<file path="src/rtl/vending_customer.sv">
// Customer-side controller for a vending machine: takes one purchase order from the host,
// drives it into the machine, waits for the result, checks it and reports once.
module vending_customer #(
  parameter int unsigned TIMEOUT_CYCLES = 2047
) (
  input  logic        clk,
  input  logic        reset,
  input  logic        reqValid,
  output logic        reqReady,
  input  logic [23:0] reqCoins,
  input  logic [1:0]  reqItemType,
  input  logic [2:0]  reqItemNumber,
  input  logic        reqForce,
  output logic [23:0] coinIn,
  output logic [1:0]  itemTypeIn,
  output logic [2:0]  itemNumberIn,
  output logic        forceIn,
  input  logic [23:0] coinOut,
  input  logic [1:0]  itemTypeOut,
  input  logic [2:0]  itemNumberOut,
  input  logic [1:0]  serviceTypeOut,
  output logic        doneValid,
  output logic [2:0]  doneItems,
  output logic [12:0] doneChange,
  output logic        doneError,
  output logic        doneTimeout,
  output logic [1:0]  dbg_state
);

  // Handshake: an order transfers on a posedge where reqValid && reqReady; reqReady is high only in IDLE.
  typedef enum logic [1:0] {IDLE, ISSUE, WAIT_OFF, REPORT} state_t;

  localparam logic [11:0] TIMEOUT_LIMIT = 12'(TIMEOUT_CYCLES);
  localparam logic [1:0]  SVC_OFF = 2'b00;
  localparam logic [1:0]  SVC_ON  = 2'b01;

  state_t      state;
  logic [23:0] order_coins;
  logic [1:0]  order_type;
  logic [2:0]  order_num;
  logic        order_force;
  logic [11:0] count;

  logic [12:0] in_value;
  logic [12:0] change_value;
  logic [12:0] item_cost;
  logic [12:0] spent;
  logic        check_ok;
  logic        timed_out;

  function automatic logic [12:0] coin_value(input logic [23:0] c);
    return 13'(c[23:18]) * 13'd50 + 13'(c[17:12]) * 13'd10 + 13'(c[11:6]) * 13'd5 + 13'(c[5:0]);
  endfunction

  always_comb begin
    item_cost = 13'd15;
    case (order_type)
      2'd0: item_cost = 13'd15;
      2'd1: item_cost = 13'd25;
      2'd2: item_cost = 13'd75;
      2'd3: item_cost = 13'd100;
      default: item_cost = 13'd15;
    endcase
  end

  // Worst case 700 + 4158 still fits in 13 bits, so the balance compare cannot wrap.
  assign in_value     = coin_value(order_coins);
  assign change_value = coin_value(coinOut);
  assign spent        = item_cost * 13'(itemNumberOut);
  assign check_ok     = (in_value == spent + change_value) &&
                        (itemTypeOut == order_type) &&
                        (itemNumberOut <= order_num) &&
                        (order_force || itemNumberOut == 3'd0 || itemNumberOut == order_num);
  assign timed_out    = (count == TIMEOUT_LIMIT);

  assign reqReady  = (state == IDLE);
  assign dbg_state = state;

  always_comb begin
    coinIn       = '0;
    itemTypeIn   = '0;
    itemNumberIn = '0;
    forceIn      = 1'b0;
    if (state == ISSUE) begin
      coinIn       = order_coins;
      itemTypeIn   = order_type;
      itemNumberIn = order_num;
      forceIn      = order_force;
    end
  end

  always_ff @(posedge clk) begin
    if (!reset) begin
      state       <= IDLE;
      count       <= '0;
      order_coins <= '0;
      order_type  <= '0;
      order_num   <= '0;
      order_force <= 1'b0;
      doneValid   <= 1'b0;
      doneItems   <= '0;
      doneChange  <= '0;
      doneError   <= 1'b0;
      doneTimeout <= 1'b0;
    end else begin
      doneValid <= 1'b0;
      case (state)
        IDLE: begin
          if (reqValid) begin
            order_coins <= reqCoins;
            order_type  <= reqItemType;
            order_num   <= reqItemNumber;
            order_force <= reqForce;
            count       <= '0;
            if (reqItemNumber == 3'd0) begin
              state       <= REPORT;
              doneValid   <= 1'b1;
              doneItems   <= '0;
              doneChange  <= '0;
              doneError   <= 1'b1;
              doneTimeout <= 1'b0;
            end else begin
              state <= ISSUE;
            end
          end
        end
        ISSUE: begin
          if (timed_out) begin
            state       <= REPORT;
            doneValid   <= 1'b1;
            doneItems   <= '0;
            doneChange  <= '0;
            doneError   <= 1'b1;
            doneTimeout <= 1'b1;
          end else begin
            count <= count + 12'd1;
            if (serviceTypeOut == SVC_ON) state <= WAIT_OFF;
          end
        end
        WAIT_OFF: begin
          // OFF wins over a timeout landing on the same edge.
          if (serviceTypeOut == SVC_OFF) begin
            state       <= REPORT;
            doneValid   <= 1'b1;
            doneItems   <= itemNumberOut;
            doneChange  <= change_value;
            doneError   <= !check_ok;
            doneTimeout <= 1'b0;
          end else if (timed_out) begin
            state       <= REPORT;
            doneValid   <= 1'b1;
            doneItems   <= '0;
            doneChange  <= '0;
            doneError   <= 1'b1;
            doneTimeout <= 1'b1;
          end else begin
            count <= count + 12'd1;
          end
        end
        REPORT: state <= IDLE;
        default: state <= IDLE;
      endcase
    end
  end

endmodule
</file>
<file path="config.mk">
export PLATFORM = sky130hd
export DESIGN_NAME = vending_customer
export DESIGN_NICKNAME = d
export VERILOG_FILES = /design/src/rtl/vending_customer.sv
export SDC_FILE = /design/constraint.sdc
export NUM_CORES = 1
export LEC_CHECK = 0
export CAP_MARGIN = 20
export CORE_MARGIN = 5
export CORE_UTILIZATION = 44
export CTS_CLUSTER_DIAMETER = 40
export CTS_CLUSTER_SIZE = 12
export DETAILED_ROUTE_END_ITERATION = 10
export GPL_TIMING_DRIVEN = 0
export MAX_ROUTING_LAYER = met4
export PLACE_DENSITY_LB_ADDON = 0.12
export SLEW_MARGIN = 20
export SYNTH_ARGS = -nofsm -noshare
export SYNTH_HDL_FRONTEND = slang
export SYNTH_SLANG_ARGS = --single-unit
</file>
<file path="constraint.sdc">
create_clock -name clk -period 7.92 [get_ports clk]
set_input_delay 2.376 -clock clk [delete_from_list [all_inputs] [get_ports clk]]
set_output_delay 2.376 -clock clk [all_outputs]
set_load 0.02 [all_outputs]
</file>
==> impl_metrics.py <==
metrics = {
    "worst_setup_path": {
        "cp-end-kind": "register",
        "crit_arrival_ns": 7.95,
        "worstPathMaxFanout": 4,
        "worstPathRequired_ns": 8.13,
        "path_class": "in -> reg",
        "crit_path_start_kind": "input pin",
    },
    "finish": {
        "utilization": 0.573,
        "mostFrequentLayoutCells": "inv_1 (125), ha_1 (123), clkdlybuf4s50_1 (105)",
        "multiInputGateArea_um2": 5720,
        "layout_commonest_cell": "inv_1",
        "final_net_count": 1220,
        "layout.area.seq_um2": 1260,
        "n_antenna_cell": 0,
        "drive_above_1_share": 0.0698,
        "nFillCells": 1552,
        "syn_to_final_growth_pct": 29.3,
        "fin_cells": 1194,
    },
    "routing": {
        "route.vias.total": 5844,
        "drtPass1Iterations": 4,
        "routedWlPerCell_um": 14.3,
        "ant_nets": 0,
        "drt_iter0_drc": 166,
        "totalWireLength_um": 17100,
        "drc_errors": 0,
        "via_per_inst": 4.89,
    },
    "clock_tree": {
        "cts_inserted_buffers": 9,
        "cts_root_buf": "clkbuf_16",
        "path_clk_slew_ns": 0.06,
        "cts-hold-fix-buffers": 0,
        "clock_latency_ns": 0.34,
        "cts_buffer_depth": 2,
        "clkSinkCount": 63,
        "h-tree-depth": 3,
        "cts_tree": "done",
    },
    "synthesis": {
        "ys_ff_latch": 63,
        "ys.flop_type": "dfxtp_1",
        "synth.net_count": 1085,
        "synth_edf_count": 0,
        "seq_area_frac_synth": 0.174,
        "avgSynthCellArea_um2": 8.68,
        "syn_inst": 834,
        "async_reset_ff_frac": 0,
        "yosys_warnings": 0,
        "syn_area_um2": 7240,
        "yosysUniqueCellTypes": 52,
    },
    "place": {
        "port_buffers": 115,
        "dp_hpwl_um": 14000,
        "placed_cells": 1169,
        "routabilityCongestion": 0.859,
    },
    "floorplanning": {
        "coreArea_um2": 16300,
        "die_h_um": 138,
        "start_util": 0.443,
        "die_x_um": 138,
        "die-area_um2": 19100,
        "num_rows": 47,
        "ios": 116,
    },
    "timing": {
        "maxSlewViolCount": 0,
        "period_share": 0.978,
        "slew_headroom": 0.548,
        "finClkSkew_ns": 0.00702,
        "finalHoldViolCount": 0,
        "tightestPinTransition_ns": 0.674,
        "hold_slack_ns": 0.482,
        "max_freq_mhz": 129,
        "report.final.setup_viol": 0,
        "layout_min_cycle_time_ns": 7.74,
    },
    "global_route": {
        "grt-ovfl-total": 0,
        "grt_pass1_wl_um": 28600,
        "grt_max_degree": 14,
        "track_usage": 0.187,
        "antenna_found_initial": 0,
        "grt_pass1_vias": 5928,
    },
    "run": {
        "cap_violations": 0,
    },
    "power_and_ir_drop": {
        "vdd_drop_max_v": 0.000376,
        "leakage_nw": 4.33,
        "power_density_nw_per_um2": 469,
    },
    "status": {
        "status": "completed",
    },
    "worst_hold_path": {
        "hp-class": "reg -> reg",
    },
}
-- Yosys cell counts (2+ instances only) --
master       n  area, um2
nand4_1      6       37.5
o211ai_1     4       30.0
a21boi_0    31        233
a21o_1      11       82.6
and4_1       2       17.5
and3_2       2       15.0
nand2_1     79        297
nand3_1     16       80.1
ha_1       136       1700
or3_1        3       18.8
a21oi_1     36        180
nor3_1       8       40.0
inv_1      127        477
fa_1        51       1020
nand2b_1     4       25.0
o21a_1       4       30.0
a22oi_1     16        120
xor2_1      25        219
and2_1      37        231
o21ai_0     14       70.1
o2111ai_1    4       35.0
nor3b_1      2       15.0
dfxtp_1     63       1260
nor2_1      38        143
clkbuf_1    17       63.8
nor2b_1     25        156
o21bai_1     5       37.5
xnor2_1     44        385
-- registers in the layout, summed over array words and instances (netlist names) --
signal and count:
order_coins 24, doneItems 3, order_force 1, doneValid 1, doneError 1, order_type 2, dbg_state 2, doneTimeout 1
order_num 3, doneChange 13, count 12
-- path summary, 6_finish.rpt --
kind                   start      endpoint  slack, ns  depth (start not counted)
max              coinOut[15]     doneError       0.18                         23
min             order_num[0]  order_num[0]       0.48                          2
max reg2reg  order_coins[19]     doneError       2.70                         19
min reg2reg     order_num[0]  order_num[0]       0.48                          2
-- cell families (layout without fill, tap and decap cells) --
logic type	count (synthesis)	after routing	share of synthesized area
AOI/OAI and AO/OA	140	140	0.130
and+or+nand+nor	227	227	0.157
buffers and inverters	146	286	0.0760
muxes	2	2	0.00294
DFF	63	63	0.174
xor gates and xnor gates	69	69	0.0835
adders and majority gates	187	187	0.376
-- metrics by stage --
step | instance area, um2 | total power, mW | TNS [ns] | setup slack [ns]
after floorplan | 7240 | 2.67 | 0 | 0.0203
after global placement | 8670 | 3.22 | -1.05 | -1.05
after detailed placement | 8670 | 3.25 | -1.01 | -1.01
after CTS | 9220 | 4.10 | 0 | 0.00119
after global routing | 9370 | 4.88 | -0.0187 | -0.0187
final | 9370 | 4.40 | 0 | 0.176
-- metal layers --
| layer | vias to the layer above | global-route usage | part of all wire |
|---|---|---|---|
| met5 | - | - | 0 |
| met4 | 0 | 0.0421 | 0.011 |
| met3 | 16 | 0.0359 | 0.041 |
| met2 | 108 | 0.309 | 0.49 |
| met1 | 2690 | 0.237 | 0.46 |
| li1 | 3030 | - | - |
-- repair_timing --
| action | in CTS | in global routing |
|---|---|---|
| setup buffers | 6 | 3 |
| endpoints found under the setup margin | 1 | 1 |
| resized for setup | 32 | 21 |
| pin swaps | 14 | 33 |
-- worst max-delay path, stage by stage --
cell,delay (ns)
dlygate4sd2_1,0.26
ha_1,0.33
ha_4,0.18
fa_1,0.50
fa_1,0.45
fa_1,0.54
inv_2,0.04
fa_1,0.49
inv_2,0.04
ha_4,0.29
nand3_4,0.09
o2111ai_4,0.22
xor2_2,0.18
inv_1,0.07
fa_1,0.48
inv_1,0.06
ha_4,0.31
xor2_4,0.17
xnor2_2,0.13
xor2_1,0.19
and4b_1,0.24
and4_1,0.19
a31oi_2,0.11
-- layout make-up --
class	count	area share
repair buffers	124	0.129
well taps	220	0.0294
multi-input cells	625	0.610
clock inverters	7	0.0134
flip-flops and latches	63	0.135
inverters	127	0.0509
plain buffers	19	0.00788
clock buffers	9	0.0240
-- power breakdown --
group	switching [mW]	total (mW)	internal, mW
Clock	0.168	0.480	0.312
Sequential	0.0500	0.406	0.356
Combinational	1.82	3.51	1.69
Total	2.04	4.40	2.35
Note: power is estimated with default switching activity, not from simulation.
==> patch 1 (same flow settings) <==
Put one more register stage on the output `dbg_state`, cleared by the reset. The value now appears one clock later. The other outputs are not delayed to match.
--- a/src/rtl/vending_customer.sv
+++ b/src/rtl/vending_customer.sv
@@ -76,3 +76,9 @@
   assign reqReady  = (state == IDLE);
-  assign dbg_state = state;
+  always_ff @(posedge clk) begin
+    if (!reset) begin
+      dbg_state <= '0;
+    end else begin
+      dbg_state <= state;
+    end
+  end
 
Behaviour: not the same (a bounded check fails within 4 cycles, from zero or initial values and one cycle with reset low).
==> patch 1 against the original RTL <==
  * Power decreased by 9.2%
  * Setup slack got worse by 110 ps
  * Synthesized area decreased by 0.69%
  * Count of clock-buffer cells in the layout increased by 1
  * Sequential cell count increased by 2
  * Wire length increased by 0.54%
  * Final area decreased by 1.9%
  * Critical path type unchanged
  * Largest cell class unchanged
==> patch 1: results <==
{
  "synth_ff_type": "dfxtp_1",
  "clock_skew_ps": 7.721,
  "worstReg2RegStart": "order_coins[19]",
  "yosys-top-cells-area": "ha_1 24%, dfxtp_1 18%, fa_1 14%",
  "clock_path_buffers": 2,
  "hp-class": "reg -> reg",
  "nNetsFinal": 1211,
  "drive_gt1_share_pct": 6.632,
  "grt_pass1_vias": 5937,
  "p_comb_share_pct": 78.7,
  "clock_latency_ps": 330,
  "status": "completed",
  "ys_types": 56,
  "grt_pass1_wl_microns": 28490,
  "cp-startpoint": "coinOut[20]",
  "grt_antenna_before_repair": 0,
  "top_regs": "order_coins (24), doneChange (13), count (12)",
  "reg2regPathDepth": 19,
  "min_from": "order_num[0]",
  "synth.net_count": 1081,
  "gp_congestion": 0.8577,
  "p_leak_nw": 4.291,
  "cts_made_buffers": 9,
  "grt_max_degree": 13,
  "seq_area_frac_synth_pct": 18.10,
  "vias_per_cell": 4.980,
  "drtIter0Drc": 190,
  "wl_microns": 17170,
  "async_flop_share_pct": 0,
  "peakVddDrop_mv": 0.3192,
  "clockRootBuffer": "clkbuf_16",
  "ys.warnings.count": 0,
  "hpwl_microns": 14410,
  "place_area_sq_um": 8728,
  "switching_share_pct": 46.32,
  "port_buffers": 115,
  "n_antenna_cell": 0,
  "largest_register_ff_count": 24,
  "slew-limit-headroom_pct": 50.17,
  "min_delay_path_depth": 2,
  "ys_top_cells_by_count": "136 x ha_1, 120 x inv_1, 80 x nand2_1, 65 x dfxtp_1, 63 x a21oi_1",
  "htreeDepth": 3,
  "grtUsageTotal_pct": 19.28,
  "crit_path_max_fanout": 5,
  "clk_pin_slew_ps": 60,
  "cp.arrival_ps": 8070,
  "drt-pass1-iter-count": 4
}
-- patch 1: per-stage QoR --
step | setup TNS (ps) | hold WS (ps) | cells | worst slack, ps | total power (W)
6_report | 0 | 480.1 | 1181 | 61.85 | 0.003993
3_3_place_gp | -889.6 | 460.8 | 1161 | -889.6 | 0.003341
3_5_place_dp | -960.2 | 474.1 | 1161 | -960.2 | 0.003375
4_1_cts | 0 | 481.3 | 1181 | 0.8642 | 0.003980
2_1_floorplan | 0 | 444.6 | 830 | 1.478 | 0.002795
5_1_grt | -203.4 | 507.4 | 1181 | -203.4 | 0.004431
-- patch 1: layout make-up --
cell class,instances,area (sq um)
clock inverter,6,91.34
inverter,121,454.2
sequential,65,1301
timing repair buffer,120,1176
tap,216,270.3
buffer,20,77.57
multi-input combinational,623,5590
fill,1499,6753
clock buffer,10,229.0
-- patch 1: timing repair --
| item | CTS | global route |
|---|---|---|
| buffers inserted | 5 | 0 |
| pin swaps | 21 | 13 |
| endpoints found under the setup margin | 1 | 1 |
| gates resized for setup | 36 | 8 |
| endpoints found under the hold margin | 0 | 0 |
| gates cloned | 0 | 0 |
-- patch 1: kinds of logic after synthesis --
kind of cell | count (synthesis) | synth area share, %
flip-flops | 65 | 18.10
AND/OR/NAND/NOR | 228 | 15.42
adder cells (fa/ha/maj) | 187 | 37.86
buffers and inverters | 142 | 7.447
XOR/XNOR | 62 | 7.848
AO/OA/AOI/OAI | 146 | 13.33
-- patch 1: per-layer routing --
metal | vias to the layer above | wire [microns] | GRT usage, % | part of all wire, %
met5 | - | 0 | - | 0
met3 | 16 | 748 | 3.068 | 4.4
li1 | 3028 | - | - | -
met2 | 110 | 8122 | 32.29 | 47
met1 | 2727 | 8042 | 25.05 | 47
met4 | 0 | 252 | 3.348 | 1.5
-- patch 1: worst paths after layout --
kind | endpoint | slack, ps
min | order_num[0] | 480
max | doneError | 60
min reg2reg | order_num[0] | 480
max reg2reg | doneError | 2430
-- patch 1: worst max-delay path: stages --
cell,delay (ps)
buf_2,130
ha_4,270
ha_4,190
ha_4,270
fa_1,410
ha_1,290
inv_1,50
fa_1,440
fa_1,510
inv_2,50
ha_4,250
and3_4,190
a2111oi_4,360
xnor2_2,180
fa_1,480
ha_4,290
nor2_1,40
nor2_1,110
o41ai_2,100
o21a_1,190
or3_4,330
o211a_1,220
o31ai_2,230
a31oi_1,110
-- patch 1: power by group through the flow --
stage / combinational [W] / clock, W / sequential (W)
2_1_floorplan: 0.00238 / 0 / 0.000413
3_3_place_gp: 0.00291 / 0 / 0.000428
3_5_place_dp: 0.00295 / 0 / 0.000429
4_1_cts: 0.00312 / 0.000440 / 0.000422
5_1_grt: 0.00355 / 0.000455 / 0.000427
6_report: 0.00314 / 0.000431 / 0.000420
==> patch 2 (same flow settings) <==
Made on the original files. `TIMEOUT_CYCLES`: 2047 -> 1535.
--- a/src/rtl/vending_customer.sv
+++ b/src/rtl/vending_customer.sv
@@ -3,3 +3,3 @@
 module vending_customer #(
-  parameter int unsigned TIMEOUT_CYCLES = 2047
+  parameter int unsigned TIMEOUT_CYCLES = 1535
 ) (
Check against the original RTL: not settled (the Yosys comparison gave no result); the edit may change what the design does.
==> patch 2 against the original RTL <==
  * Final area is 1.7% higher
  * Sequential power about the same
  * Sequential share of layout area shrank 0.22 points
  * Non-clock buffer count did not move
  * Power increased by 2.0%
  * Sequential cell count unchanged
  * Combinational power is 5% higher
  * Hold slack gained 4.5 ps
  * Setup slack got worse by 65 ps
  * Die area up 1.3%
  * Synthesized area grew 1.5%
  * Wire length increased by 3.7%
  * Critical path type unchanged
  * Critical endpoint unchanged
  * Largest cell class unchanged
==> patch 2: results <==
{
  "status": "completed",
  "grtUsageTotal_pct": 19.21,
  "pre_cts_slack_ps": -919.4,
  "wl_microns": 17700,
  "syn_avg_cell_area_sq_um": 8.829,
  "htreeDepth": 3,
  "grtUsageMet3_pct": 2.916,
  "dr_wl_met2_microns": 8270,
  "grt_pass1_wl_microns": 29760,
  "wl_met1_microns": 8707,
  "tightest_slew_ps": 832.6,
  "gr-usage-met2_pct": 30.48,
  "multi_input_area_sq_um": 5944,
  "cts_setup_buffers": 3,
  "place_area_sq_um": 8877,
  "gp_congestion": 0.8448,
  "cts_resized": 43,
  "clock_skew_ps": 6.172,
  "nNetsFinal": 1217,
  "dr_wl_met3_microns": 589,
  "ys_types": 62,
  "hpwl_microns": 14500,
  "grt_max_degree": 12,
  "grtUsageMet1_pct": 26.64,
  "grt_pass1_vias": 6114,
  "cp.arrival_ps": 8030,
  "dr_total_vias": 6029,
  "p_leak_nw": 4.370,
  "yosys-top-cells-area": "ha_1 23%, dfxtp_1 17%, fa_1 14%",
  "peakVddDrop_mv": 0.5573,
  "crit_path_max_fanout": 5,
  "seq_area_frac_synth_pct": 17.17,
  "drive_gt1_share_pct": 9.278
}
## patch 2: path summary, 6_finish.rpt
kind	start	endpoint	slack [ps]	cells past startpoint
worst max-delay path	coinOut[19]	doneError	110	24
worst min register to register	order_num[2]	order_num[2]	490	2
worst max register to register	order_coins[20]	doneError	2500	19
worst min-delay path	order_num[2]	order_num[2]	490	2
## patch 2: cell type report
type,instances,share of cell area (%)
timing repair buffer,122,12.56
tap,220,2.891
inverter,122,4.809
clock buffer,12,2.588
sequential,63,13.24
clock inverter,4,0.5650
buffer,21,0.9197
multi-input combinational,626,62.42
## patch 2: cells by family after synthesis
logic type / after synthesis / synth area share (%)
buffers and inverters: 143 / 7.426
DFF: 63 / 17.17
AOI/OAI and AO/OA: 146 / 14.21
adders and majority gates: 188 / 37.23
xor gates and xnor gates: 60 / 7.341
muxes: 2 / 0.2725
and+or+nand+nor: 230 / 16.35
## patch 2: report_power, final
group          switching (W)  internal, W
sequential         0.0000537     0.000352
clock               0.000150     0.000253
combinational        0.00186      0.00182
total                0.00206      0.00242
